## src/rtl/imem_pkg.sv

```systemverilog
// Shared constants and state encoding for the instruction-memory loader.
// The loader turns a byte stream into 32-bit words and writes them to instruction memory.
package imem_pkg;

  localparam int DEPTH  = 32;
  localparam int ADDR_W = 5;
  localparam int WORD_W = 32;

  typedef enum logic [2:0] {
    IDLE  = 3'd0,
    LOAD  = 3'd1,
    WRITE = 3'd2,
    DONE  = 3'd3,
    ERROR = 3'd4
  } loader_state_t;

endpackage

```

## src/rtl/imem_loader.sv

```systemverilog
// Byte-stream instruction loader: packs little-endian bytes into 32-bit words,
// writes them to instruction memory and keeps the CPU in reset until done.
module imem_loader
  import imem_pkg::*;
#(
  parameter int DEPTH  = imem_pkg::DEPTH,
  parameter int ADDR_W = imem_pkg::ADDR_W
) (
  input  logic              clk,
  input  logic              reset,
  input  logic              start,
  input  logic              in_valid,
  input  logic [7:0]        in_data,
  input  logic              in_last,
  output logic              in_ready,
  output logic              wr_en,
  output logic [ADDR_W-1:0] wr_addr,
  output logic [WORD_W-1:0] wr_data,
  output logic [ADDR_W:0]   words_loaded,
  output logic              busy,
  output logic              done,
  output logic              error,
  output logic              cpu_hold
);

  loader_state_t     state_q;
  loader_state_t     state_d;
  logic [1:0]        byte_cnt;
  logic [ADDR_W-1:0] word_addr;
  logic [WORD_W-1:0] asm_word;
  logic              last_word;
  logic              at_last_addr;

  assign at_last_addr = (word_addr == ADDR_W'(DEPTH - 1));

  always_ff @(posedge clk) begin
    if (reset) begin
      state_q <= IDLE;
    end else begin
      state_q <= state_d;
    end
  end

  always_comb begin
    state_d = state_q;
    case (state_q)
      IDLE, DONE, ERROR: begin
        if (start) state_d = LOAD;
      end
      LOAD: begin
        if (in_valid) begin
          if (byte_cnt == 2'd3)  state_d = WRITE;
          else if (in_last)      state_d = ERROR;
        end
      end
      WRITE: begin
        if (last_word)         state_d = DONE;
        else if (at_last_addr) state_d = ERROR;
        else                   state_d = LOAD;
      end
      default: state_d = IDLE;
    endcase
  end

  // in_ready depends on state alone, so there is no path from in_valid to in_ready.
  always_comb begin
    in_ready = 1'b0;
    wr_en    = 1'b0;
    busy     = 1'b0;
    done     = 1'b0;
    error    = 1'b0;
    cpu_hold = 1'b1;
    case (state_q)
      LOAD: begin
        in_ready = 1'b1;
        busy     = 1'b1;
      end
      WRITE: begin
        wr_en = 1'b1;
        busy  = 1'b1;
      end
      DONE: begin
        done     = 1'b1;
        cpu_hold = 1'b0;
      end
      ERROR: error = 1'b1;
      default: ;
    endcase
  end

  // Byte assembly and word bookkeeping; last_word remembers in_last of the 4th byte for WRITE.
  always_ff @(posedge clk) begin
    if (reset) begin
      byte_cnt     <= '0;
      word_addr    <= '0;
      words_loaded <= '0;
      asm_word     <= '0;
      last_word    <= 1'b0;
    end else begin
      case (state_q)
        IDLE, DONE, ERROR: begin
          if (start) begin
            byte_cnt     <= '0;
            word_addr    <= '0;
            words_loaded <= '0;
            asm_word     <= '0;
            last_word    <= 1'b0;
          end
        end
        LOAD: begin
          if (in_valid) begin
            asm_word[{byte_cnt, 3'b000} +: 8] <= in_data;
            byte_cnt <= byte_cnt + 2'd1;
            if (byte_cnt == 2'd3) last_word <= in_last;
          end
        end
        WRITE: begin
          words_loaded <= words_loaded + 1'b1;
          if (!last_word && !at_last_addr) word_addr <= word_addr + 1'b1;
        end
        default: ;
      endcase
    end
  end

  assign wr_addr = word_addr;
  assign wr_data = asm_word;

endmodule

```

## config.mk

```make
export PLATFORM = sky130hd
export DESIGN_NAME = imem_loader
export DESIGN_NICKNAME = d
export VERILOG_FILES = /design/src/rtl/imem_pkg.sv /design/src/rtl/imem_loader.sv
export SDC_FILE = /design/constraint.sdc
export NUM_CORES = 1
export LEC_CHECK = 0
export BUFFER_PORTS_ARGS = -buffer_cell sky130_fd_sc_hd__buf_2
export CORE_MARGIN = 5
export CORE_UTILIZATION = 35
export DETAILED_ROUTE_END_ITERATION = 8
export PLACE_DENSITY = 0.61
export SKIP_LAST_GASP = 1
export SYNTH_ARGS = -nofsm -noshare
export SYNTH_HDL_FRONTEND = slang
export SYNTH_SLANG_ARGS = --single-unit
```

## constraint.sdc

```tcl
create_clock -name clk -period 2.83 [get_ports clk]
set_clock_uncertainty 0.05 [all_clocks]
set_input_delay 0.283 -clock clk [delete_from_list [all_inputs] [get_ports clk]]
set_output_delay 0.283 -clock clk [all_outputs]
set_load 0.01 [all_outputs]
```

==> flow_metrics.tcl, run 1 <==
set metrics [dict create \
    cts.sinks 49 \
    worstMarginPinSlew_ns 0.657 \
    gr-usage-all-layers_pct 13.8 \
    post_cts_resized 0 \
    viasPerCell 4.87 \
    start_util_pct 35.8 \
    nets 364 \
    hold_violations 0 \
    cellLeakagePower_nw 1.38 \
    syn_to_final_growth_pct 19.6 \
    hp-class "primary input to flop" \
    async_flop_share_pct 0 \
    startpoint "byte_cnt[0]" \
    synthFlopType "dfxtp_1" \
    clk_pin_slew_worst_paths_ns 0.09 \
    routed.top_layer "met4" \
    power_frac_comb_pct 12.7 \
    relSlewSlack_pct 56.2 \
    antenna_found_initial 0 \
    h-tree-depth 2 \
    routed_wl_um 6200 \
    met1_length_um 3050 \
    rrSetupSlack_ns 0.58 \
    min-delay-start "in_last" \
    regArea_um2 981 \
    reg2reg_from "byte_cnt[0]" \
    synth.distinct_cells 48 \
    fin_crit_sh_pct 79.3 \
    drcViolationCount 0 \
    ioPinCount 62 \
    fill_cells 737 \
    synth_cells 283 \
    fmax_mhz 445 \
    gp_congestion 0.758 \
    status "finished clean" \
    slew_violations 0 \
    clockBufferDepth 2 \
    routed-wl-met2_um 2800 \
    syn_avg_cell_area_um2 9.18 \
    setup_viol 0 \
    postCtsSetupRepairBufs 0 \
    cts_tree "yes" \
    wl_per_cell_um 14.0 \
    cp.required_ns 3.01 \
    antenna_cells 0 \
    grt_pass1_vias 2068 \
    drtPass1Iterations 4 \
    synth-seq-cells 49 \
    drt-initial-drc-count 107 \
    power_frac_seq_pct 50.9 \
    core_um2 7250 \
    synth_fp_nets 305 \
    synth_area_um2 2600 \
    ir_worst_vdd_mv 0.171 \
    rsz0062_at_grt "no" \
    cts-root-buf "clkbuf_8" \
    fin_ws_ns 0.584 \
    grt_overflow_total 0 \
    dp_slack_ns 0.583 \
    crit_arrival_ns 2.43 \
    synth_edf_count 0 \
    power.internal_mw 1.04 \
    insertion_delay_ns 0.30 \
    grt_pass1_wl_um 10100 \
    power.switching_uw 357 \
    ys_top_cells_by_area "dfxtp_1 (38%), mux2i_1 (14%), nand2b_1 (8.9%)" \
    floorplan.die_area_um2 9250 \
    chipWidth_um 96.2 \
    dieHeight_um 96.2 \
    dp_hpwl_um 4560 \
    layout-drive-gt1-share_pct 25.4 \
    grt_max_degree 42 \
    cts_hold_buf 0 \
    instances_no_fill 442 \
    placed_cells 434 \
    crit_path_max_fanout 9 \
    dr_wl_met3_um 274 \
    path_class "flop to flop" \
    synth_area_leader_cell "dfxtp_1" \
    tns_ns 0 \
    num_vias 2153 \
    cts_buffers 5 \
    power.density_nw_per_um2 448 \
    end_kind "flop" \
    io_buffers 61 \
    finalCriticalPeriod_ns 2.25 \
    num_rows 31 \
    clockPowerShare_pct 36.3 \
    drv_cap 0 \
    critical_path.startpoint_type "flop" \
    yosysWarnings 0 \
    drtAntennaViolNets 0 \
    yosysTopAreaCellShare_pct 37.7 \
    ys_seq_area_share_pct 37.7 \
    swShare_pct 25.6 \
    multi_input_area_um2 1530 \
]
[worst paths after layout]
| kind | to | depth (start not counted) |
|---|---|---|
| worst max-delay path | wr_data[18] | 7 |
| worst min register to register | wr_data[12] | 2 |
| worst min-delay path | last_word | 3 |
| worst max register to register | wr_data[18] | 7 |
[layout make-up]
class,count,share of cell area (%)
clock buffers,5,2.21
clock inverters,3,1.41
inverters,6,0.765
multi-input cells,214,49.1
flip-flops and latches,49,31.5
well taps,99,3.98
repair buffers,66,11.0
[cell usage after synthesis (2+ instances only)]
master    instances
or3b_1            2
and3_1            2
nor4b_2           2
a22oi_1           2
nor3b_1           2
nand3_1           3
clkbuf_1          8
buf_2             2
nor2b_1          10
ha_1              9
nor2_1           15
a21oi_1          11
a22o_1            4
o21ai_0           6
a31oi_1           2
nand2_1          36
nand2b_1         37
inv_1             4
mux2i_1          36
a21oi_2           3
nor3_1            4
clkbuf_2          2
nand3b_1          7
dfxtp_1          49
a211oi_1          2
[state kept, by name, indices dropped and copies added (netlist names)]
register / count
byte_cnt: 2
last_word: 1
state_q: 3
words_loaded: 6
wr_addr: 5
wr_data: 32
[worst max-delay path, cell delays in order, from the launching register on]
cell and delay, ns:
dfxtp_1 0.56, inv_1 0.17, ha_1 0.48, nand4bb_1 0.23, nor4b_2 0.29, buf_4 0.20, nand2_1 0.06, mux2i_1 0.14
[per-layer routing]
layer  vias to the layer above  global-route usage, %
met5                         -                      0
met4                         0                   4.03
met3                         6                   3.21
met2                        46                   21.0
met1                      1004                   19.4
li1                       1097                      -
[logic make-up (layout without fill, tap and decap cells)]
family | after synthesis | count (layout) | share of synthesized area, %
AO/OA/AOI/OAI | 38 | 38 | 10.5
adder cells (fa/ha/maj) | 9 | 9 | 4.33
buffers and inverters | 20 | 80 | 3.56
flip-flops | 49 | 49 | 37.7
multiplexers | 38 | 38 | 14.7
AND/OR/NAND/NOR | 129 | 129 | 29.1
[power groups by stage]
stage / Clock (mW) / Sequential, mW / Combinational, mW
final: 0.507 / 0.710 / 0.178
after global routing: 0.553 / 0.712 / 0.194
after global placement: 0 / 0.726 / 0.177
after CTS: 0.528 / 0.710 / 0.179
after detailed placement: 0 / 0.726 / 0.178
after floorplan: 0 / 0.721 / 0.139
[cell usage in the layout (no fill, tap or decap), types with 2 or more instances in the layout]
| cell | synthesis | final |
|---|---|---|
| nor2_1 | 15 | 15 |
| a22oi_1 | 2 | 2 |
| and3_1 | 2 | 2 |
| clkinv_2 | 1 | 2 |
| clkbuf_8 | 0 | 5 |
| dfxtp_1 | 49 | 49 |
| o21ai_0 | 6 | 6 |
| nand3_1 | 3 | 3 |
| nor4b_2 | 2 | 2 |
| nor2b_1 | 10 | 10 |
| a31oi_1 | 2 | 2 |
| a21oi_1 | 11 | 11 |
| or3b_1 | 2 | 2 |
| inv_1 | 4 | 4 |
| nand2b_1 | 37 | 37 |
| buf_4 | 1 | 5 |
| a21oi_2 | 3 | 3 |
| a22o_1 | 4 | 4 |
| buf_2 | 2 | 61 |
| nor3_1 | 4 | 4 |
| nand2_1 | 36 | 36 |
| mux2i_1 | 36 | 36 |
| nand3b_1 | 7 | 7 |
| nor3b_1 | 2 | 2 |
| a211oi_1 | 2 | 2 |
| ha_1 | 9 | 9 |
[through the flow]
step           power (mW)  hold slack [ns]  utilization (%)  cell area, um^2
6_report             1.39            0.255             42.9             3110
2_1_floorplan       0.860            0.407                -             2600
3_5_place_dp        0.904            0.414             41.3             3000
5_1_grt              1.46            0.242             42.9             3110
4_1_cts              1.42            0.239             42.9             3110
3_3_place_gp        0.903            0.408             41.3             3000
Power figures use the tool's default switching activity.
==> run 2: changes to the inputs <==
--- a/config.mk
+++ b/config.mk
@@ -9,7 +9,7 @@
 export CORE_MARGIN = 5
 export CORE_UTILIZATION = 35
 export DETAILED_ROUTE_END_ITERATION = 8
-export PLACE_DENSITY = 0.61
+export PLACE_DENSITY = 0.63
 export SKIP_LAST_GASP = 1
 export SYNTH_ARGS = -nofsm -noshare
 export SYNTH_HDL_FRONTEND = slang
==> constraint.sdc (replaced) <==
create_clock -name clk -period 1.9 [get_ports clk]
set_clock_uncertainty 0.05 [all_clocks]
set_input_delay 0.19 -clock clk [delete_from_list [all_inputs] [get_ports clk]]
set_output_delay 0.19 -clock clk [all_outputs]
set_load 0.01 [all_outputs]
==> run 2 against run 1 <==
  * Setup slack got worse by 0.48 ns
  * Total power grew 43%
  * First-iteration DRC count fell by 16%
  * Cell area increased by 6.4%
==> flow_metrics.tcl, run 2 (synthesis gave the netlist of run 1 again) <==
set metrics [dict create \
    status "finished clean" \
    io_buffers 61 \
    utilization_pct 45.6 \
    drv_cap 0 \
    grt_overflow_total 0 \
    end_kind "primary output" \
    groute.layer.met2.usage_pct 22.0 \
    placed_area_um2 3150 \
    gr-usage-all-layers_pct 13.9 \
    insertion_delay_ns 0.30 \
    fill_cells 705 \
    fmax_mhz 557 \
    antenna_found_initial 0 \
    clockBufferDepth 2 \
    syn_to_final_growth_pct 27.3 \
    cts-root-buf "clkbuf_8" \
    drtAntennaViolNets 0 \
    hold_violations 0 \
    finalCriticalPeriod_ns 1.79 \
    placed_cells 446 \
    drcViolationCount 0 \
    viasPerCell 4.85 \
    grt_pass1_vias 2077 \
    dp_hpwl_um 4530 \
    chipWidth_um 96.2 \
    ir_worst_vdd_mv 0.320 \
    hp-class "primary input to flop" \
    antenna_cells 0 \
    num_vias 2216 \
    grt_use_met1_pct 18.5 \
    startpoint "state_q[1]" \
    layout-drive-gt1-share_pct 32.1 \
    cts_hold_buf 0 \
    relSlewSlack_pct 55.6 \
    rsz0062_at_grt "yes" \
    path_class "flop to primary output" \
    power.density_nw_per_um2 601 \
    busiest_layer "met2" \
    dieHeight_um 96.2 \
    clk_pin_slew_worst_paths_ns 0.08 \
    p_total_mw 1.99 \
    routed_wl_um 6430 \
    reg2reg_from "byte_cnt[0]" \
    use_met3_pct 3.21 \
    drtPass1Iterations 4 \
    min-delay-start "in_last" \
    final_common_cell "buf_2" \
    fin_area_um2 3310 \
    multi_input_area_um2 1620 \
    wl_per_cell_um 14.1 \
    floorplan.die_area_um2 9250 \
    cts.sinks 49 \
    tns_ns 0 \
    critical_path.startpoint_type "flop" \
    cts_tree "yes" \
    setup_viol 0 \
    rrSetupSlack_ns 0.11 \
    gp_congestion 0.759 \
    num_rows 31 \
    crit_path_max_fanout 10 \
    slew_violations 0 \
    largest_reg_flops 32 \
    instances_no_fill 457 \
    regArea_um2 988 \
    cellLeakagePower_nw 1.47 \
    grt_pass1_wl_um 10300 \
    start_util_pct 35.8 \
    cp.required_ns 1.66 \
    grt_max_degree 61 \
    core_um2 7250 \
    h-tree-depth 2 \
    mostFrequentLayoutCells "buf_2 (61), dfxtp_1 (43), nand2b_1 (37)" \
    fin_crit_sh_pct 94.4 \
    ioPinCount 62 \
    nets 379 \
    drt-initial-drc-count 90 \
    cts_buffers 5 \
    worstMarginPinSlew_ns 0.666 \
    crit_arrival_ns 1.55 \
]
## run 2: cell count changes in the layout (fill, tap and decap cells not counted), sizes merged
cell / previous run / this run
bufinv: 1 / 0
clkbuf: 5 / 6
buf: 66 / 81
## run 2: routing by layer
layer | routed length (um) | vias to the layer above
met4 | 119 | 0
li1 | - | 1121
met1 | 3030 | 1027
met5 | 0 | -
met3 | 426 | 11
met2 | 2860 | 57
## run 2: report_power, final
| part | total, mW | switching (mW) | internal, mW |
|---|---|---|---|
| clock network | 0.620 | 0.357 | 0.263 |
| logic | 0.316 | 0.173 | 0.143 |
| registers | 1.05 | 0.0137 | 1.04 |
## run 2: layout make-up
| type | count | area share [%] |
|---|---|---|
| multi-input cells | 214 | 48.9 |
| flip-flops and latches | 49 | 29.9 |
| repair buffers | 81 | 14.2 |
| well taps | 99 | 3.75 |
| clock buffers | 6 | 2.19 |
| inverters | 6 | 0.719 |
| clock inverters | 2 | 0.416 |
## run 2: final timing paths
kind                end  cells past startpoint
max               wr_en                      3
min           last_word                      3
max reg2reg  wr_data[6]                      5
min reg2reg  wr_data[7]                      2
## run 2: critical path: stages (launching register included)
cell      delay, ns
dfxtp_2        0.44
or3b_4         0.48
clkinv_1       0.18
buf_2          0.16
## run 2: per-stage QoR
step | setup WS [ns] | hold slack [ns]
2_1_floorplan | 0.00591 | 0.314
5_1_grt | -0.0427 | 0.127
3_3_place_gp | 0.00478 | 0.407
6_report | 0.106 | 0.129
3_5_place_dp | -0.0104 | 0.412
4_1_cts | 0.000441 | 0.119
## run 2: timing repair
item,in CTS,in global routing
setup endpoints to repair,11,42
buffers inserted,2,1
gates resized for setup,1,13
pin swaps,2,2
